--- src/rtl/ram_master.sv ---
// ram_master: initiator-side sequencer for a single-port synchronous RAM
// (1-cycle registered read, no read on write cycles). Requests arrive on a
// valid/ready channel; read data leaves on a valid/ready response channel
// that honours backpressure. Completed writes and reads are counted with
// saturating counters.
module ram_master #(
    parameter int ADDR_W = 8,
    parameter int DATA_W = 8,
    parameter int CNT_W  = 16
) (
    input  logic              clk,
    input  logic              rst,
    input  logic              req_valid,
    output logic              req_ready,
    input  logic              req_we,
    input  logic [ADDR_W-1:0] req_addr,
    input  logic [DATA_W-1:0] req_wdata,
    output logic              rsp_valid,
    input  logic              rsp_ready,
    output logic [DATA_W-1:0] rsp_rdata,
    output logic              ram_we,
    output logic [ADDR_W-1:0] ram_addr,
    output logic [DATA_W-1:0] ram_din,
    input  logic [DATA_W-1:0] ram_dout,
    output logic              busy,
    output logic [CNT_W-1:0]  wr_cnt,
    output logic [CNT_W-1:0]  rd_cnt
);

    // IDLE: waiting for a request
    // WR  : ram_we is high, RAM commits the write on the next edge
    // RD1 : RAM registers dout on the next edge
    // RD2 : ram_dout is valid, capture it into the response register
    // RESP: response held until the consumer takes it
    typedef enum logic [2:0] {
        IDLE = 3'd0,
        WR   = 3'd1,
        RD1  = 3'd2,
        RD2  = 3'd3,
        RESP = 3'd4
    } state_t;

    state_t state;

    localparam logic [CNT_W-1:0] CNT_ONE = CNT_W'(1);
    localparam logic [CNT_W-1:0] CNT_MAX = {CNT_W{1'b1}};

    // Ready only while idle and out of reset, so nothing is accepted during
    // reset and no request overtakes a pending response.
    assign req_ready = (state == IDLE) && rst;
    assign busy      = (state != IDLE);

    // Request sequencing, RAM port registers, response register and counters.
    // Reset clears ram_we asynchronously, which drops a write not yet
    // clocked into the RAM and discards any read in flight.
    always_ff @(posedge clk or negedge rst) begin
        if (!rst) begin
            state     <= IDLE;
            rsp_valid <= 1'b0;
            rsp_rdata <= '0;
            ram_we    <= 1'b0;
            ram_addr  <= '0;
            ram_din   <= '0;
            wr_cnt    <= '0;
            rd_cnt    <= '0;
        end else begin
            case (state)
                IDLE: begin
                    ram_we <= 1'b0;
                    if (req_valid) begin
                        ram_addr <= req_addr;
                        if (req_we) begin
                            ram_din <= req_wdata;
                            ram_we  <= 1'b1;
                            state   <= WR;
                        end else begin
                            state <= RD1;
                        end
                    end
                end
                WR: begin
                    // The RAM commits the write on this edge.
                    ram_we <= 1'b0;
                    if (wr_cnt != CNT_MAX) begin
                        wr_cnt <= wr_cnt + CNT_ONE;
                    end
                    state <= IDLE;
                end
                RD1: begin
                    // The RAM registers mem[ram_addr] on this edge.
                    state <= RD2;
                end
                RD2: begin
                    rsp_rdata <= ram_dout;
                    rsp_valid <= 1'b1;
                    state     <= RESP;
                end
                RESP: begin
                    if (rsp_ready) begin
                        rsp_valid <= 1'b0;
                        if (rd_cnt != CNT_MAX) begin
                            rd_cnt <= rd_cnt + CNT_ONE;
                        end
                        state <= IDLE;
                    end
                end
                default: begin
                    ram_we    <= 1'b0;
                    rsp_valid <= 1'b0;
                    state     <= IDLE;
                end
            endcase
        end
    end

endmodule

--- config.mk ---
export PLATFORM = sky130hd
export DESIGN_NAME = ram_master
export DESIGN_NICKNAME = d
export VERILOG_FILES = /design/src/rtl/ram_master.sv
export SDC_FILE = /design/constraint.sdc
export NUM_CORES = 1
export LEC_CHECK = 0
export CAP_MARGIN = 0
export CORE_MARGIN = 1.5
export CORE_UTILIZATION = 40
export CTS_BUF_LIST = sky130_fd_sc_hd__clkbuf_2 sky130_fd_sc_hd__clkbuf_4 sky130_fd_sc_hd__clkbuf_8
export DETAILED_ROUTE_END_ITERATION = 16
export PLACE_DENSITY = 0.71
export SKIP_LAST_GASP = 1
export SLEW_MARGIN = 20
export SYNTH_ARGS = -nofsm -noshare
export SYNTH_HDL_FRONTEND = slang
export SYNTH_SLANG_ARGS = --single-unit
--- constraint.sdc ---
create_clock -name clk -period 4.5 [get_ports clk]
set_input_delay 1.125 -clock clk [delete_from_list [all_inputs] [get_ports clk]]
set_output_delay 1.125 -clock clk [all_outputs]
set_load 0.005 [all_outputs]
# Word-level counts from Yosys, hierarchy flattened
# Cells that the tools add are included.
[word_totals] register_bits=61 inputBits=29 output_inout_bits=60
[classes] addsub=2 eq_ne=8 n_mux=9 bitwise=1 reduce_logical=11
[op_table] cell="$add 16x1->16 const B" n=2
[op_table] cell="$ne 16x16->1 const B" n=2
[op_table] cell="$pmux 3 s4" n=1
[op_table] cell="$reduce_and 2->1" n=4
[op_table] cell="$eq 3x2->1 const B" n=2
[op_table] cell="$mux 3" n=2
[op_table] cell="$reduce_and 3->1" n=2
[op_table] cell="$reduce_or 3->1" n=2
[op_table] cell="$ne 2x2->1 const B" n=2
[op_table] cell="$eq 3x1->1 const B" n=1
[op_table] cell="$eq 3x3->1 const B" n=1
[op_table] cell="$logic_not 3->1" n=1
[op_table] cell="$mux 1" n=3
[op_table] cell="$pmux 1 s3" n=1
[op_table] cell="$reduce_bool 3->1" n=1
[op_table] cell="$mux 2" n=1
[op_table] cell="$pmux 1 s2" n=1
[op_table] cell="$logic_and 1x1->1" n=1
[op_table] cell="$not 1->1" n=1

# Longest topological paths before layout
[depth] depth_word=4 ltp_mapped=7 mapped_depth_nobuf=5

# Worst setup path after synthesis
# Ideal clock, no wire load.
[synth_path] kind="input-to-output" start="in rst" end="out req_ready" arrival_time_ps=1250 required_time_ps=3375 path_slack_ps=2125 path_stages=1 path_buffers=0 cell_sequence="and2_1"
[synth_between] elab_chain_len=1
[synth_rtl] element="start, declared" line_no="12" rtl="input logic rst,"
[synth_rtl] element="$logic_and 1x1->1" line_no="50" rtl="assign req_ready = (state == IDLE) && rst;"
[synth_rtl] element="end, declared" line_no="14" rtl="output logic req_ready,"
# No other way between the ends.

# Worst setup path in the final report
# Same ends and word-level chain as after synthesis.

==> impl_metrics.toml <==
[run_status]
status = "complete, but fails checks"
violations = "DRC"

[placement]
dp_hpwl_mm = 4.17
port_buffers = 88
placement.cell_area_um2 = 3670
preCtsSetupSlack_ns = 1.49
gp_congestion = 0.803

[synthesis]
synthFlopType = "dfrtp_1"
yosysUniqueCellTypes = 33
synthTopCellsByArea = "dfrtp_1 (56%), mux2_2 (9.9%), xor2_1 (8.7%)"
yosysTopAreaCellShare_pct = 56.1
synth_seq_cells = 61
postSynthAreaPerCell_um2 = 12.5
netlist_area_um2 = 2720
syn_nets = 249
yosys.area.top_type = "dfrtp_1"
yosysWarnings = 0
synth_cells = 218
ys_seq_area_share_pct = 56.1
async_flop_share_pct = 100
synth_edf_count = 0

[clocking]
numCtsBuffers = 9
cts_setup_buffers = 0
cts-root-buf = "clkbuf_8"
cts.sinks = 61
path_clk_slew_ns = 0.07
clockBufferDepth = 2
ctsHoldBuffers = 0
cts.htree.levels = 3
cts_tree = "yes"
insertion_delay_ns = 0.33
post_cts_resized = 0

[final_layout]
fillers = 554
drive_above_1_share_pct = 16.0
area_growth_pct = 44.0
seq_area_um2 = 1530
stdcell_area_um2 = 3920
nNetsFinal = 344
multi_input_area_um2 = 1140
fin_util_pct = 60.6
diodes = 0

[floorplanning]
initial_core_util_pct = 42.1
coreArea_um2 = 6460
rows = 29
pin_count = 89
die_w_um = 85.4
die-area_um2 = 7300
fp.dieH_um = 85.4

[grt]
grt_antenna_before_repair = 0
grt_pass1_wl_mm = 9.96
grtUsageTotal_pct = 17.5
grt_max_degree = 62
grt_pass1_vias = 2046
grt-ovfl-total = 0

[setup_path]
crit_slowest_cell = "clkdlybuf4s50_1"
max_stage_delay_ns = 0.50
arrival_ns = 1.85
crit_path_end_kind = "output pin"
worstPathMaxFanout = 2
crit_chain = "buf_2 -> and2_1 -> clkdlybuf4s50_1"
critical_path.top_delay_family = "buffers and inverters"
path_class = "in2out"
start_kind = "input pin"
path_buf_inv = 2
required_ns = 3.38

[sta]
finalCriticalPeriod_ns = 2.98
finalHoldViolCount = 0
skew_ns = 0.00698
drv_slew = 0
fmax_ghz = 0.336
relSlewSlack_pct = 50.1
rsz0062_at_grt = "no"
fin_tns_setup_ns = 0
fin_ws_ns = 1.52
timing.final.crit_share_pct = 66.1
worst_pin_slew_ns = 0.748
finalSetupViolations = 0

[route]
drc = 4
first_iter_violations = 91
viasPerCell = 5.09
vias = 2011
drtPass1Iterations = 10
routedWlPerCell_um = 14.7
drtAntennaViolNets = 0
wl_mm = 5.79

[run]
maxCapViolCount = 0

[worst_hold_path]
hold_class = "reg2reg"

[power]
p_leak_nw = 1.78
power.density_nw_per_um2 = 541
ir_drop_mv = 0.315
power_mw = 2.12
==> layout by cell type (no fill, tap or decap), types with 3 or more instances in the layout <==
cell type and instances:
a21oi_1 3, and2_1 3, and4_1 3, bufinv_16 3, clkbuf_8 10, clkdlybuf4s50_1 87, dfrtp_1 61, inv_1 6
mux2_2 24, nand2_1 11, nand3_1 9, nand4_1 5, nand4_2 3, nor2_1 8, nor3_1 15, nor3b_1 4
nor4_1 8, xor2_1 27
==> cells in the mapped netlist (2+ instances only) <==
master / count
a21oi_1: 3
and2_1: 3
and3_1: 2
and4_1: 3
buf_2: 4
dfrtp_1: 61
ha_1: 2
inv_1: 6
mux2_1: 2
mux2_2: 24
nand2_1: 11
nand2b_1: 2
nand3_1: 9
nand4_1: 5
nand4_2: 3
nor2_1: 8
nor3_1: 15
nor3b_1: 4
nor4_1: 8
nor4_4: 2
or3_1: 2
xnor2_1: 2
xor2_1: 27
==> where the power goes <==
part           internal, mW  switching, mW
clock                 0.382          0.220
sequential            0.715          0.121
combinational         0.461          0.217
total                  1.56          0.559
==> stage by stage <==
stage          hold slack, ns  cells
2_1_floorplan           0.484    218
3_3_place_gp            0.487    379
3_5_place_dp            0.493    379
4_1_cts                 0.503    395
5_1_grt                 0.522    395
6_report                0.501    395
==> metal layers <==
layer | global-route usage [%] | routed length [µm] | up-vias
li1 | - | - | 971
met1 | 23.2 | 2650 | 971
met2 | 25.7 | 2630 | 61
met3 | 5.93 | 403 | 8
met4 | 8.21 | 99 | 0
met5 | 0 | 0 | -
==> registers in the layout, summed over array words and instances, names as in the netlist <==
signal and flops:
ram_we 1, ram_addr 8, rd_cnt 16, wr_cnt 16, ram_din 8, rsp_rdata 8, rsp_valid 1, state 3
==> logic make-up after synthesis <==
logic type | synth area share (%)
AND/OR/NAND/NOR | 19.4
flip-flops | 56.1
multiplexers | 10.8
adder cells (fa/ha/maj) | 0.920
AO/OA/AOI/OAI | 1.43
XOR/XNOR | 9.34
buffers and inverters | 1.98
==> layout make-up <==
type                            instances  share of cell area (%)
Clock inverter                          6                    2.81
Multi-Input combinational cell        146                    29.1
Clock buffer                           10                    3.52
Sequential cell                        61                    39.0
Inverter                                6                   0.575
Timing Repair Buffer                   89                    22.6
Tap cell                               77                    2.46
==> worst paths after layout <==
check	startpoint	endpoint	slack, ns	depth (start not counted)
setup / recovery	rst	req_ready	1.52	3
hold / removal	wr_cnt[11]$_DFFE_PN0P_	wr_cnt[11]$_DFFE_PN0P_	0.50	1
setup reg to reg	state[2]$_DFFE_PN0P_	ram_din[7]$_DFFE_PN0P_	2.47	4
hold reg to reg	wr_cnt[11]$_DFFE_PN0P_	wr_cnt[11]$_DFFE_PN0P_	0.50	1
max in group asynchronous	rst	rd_cnt[11]$_DFFE_PN0P_	3.03	2
min in group asynchronous	rst	ram_addr[4]$_DFFE_PN0P_	0.98	2
Power figures use the tool's default switching activity.
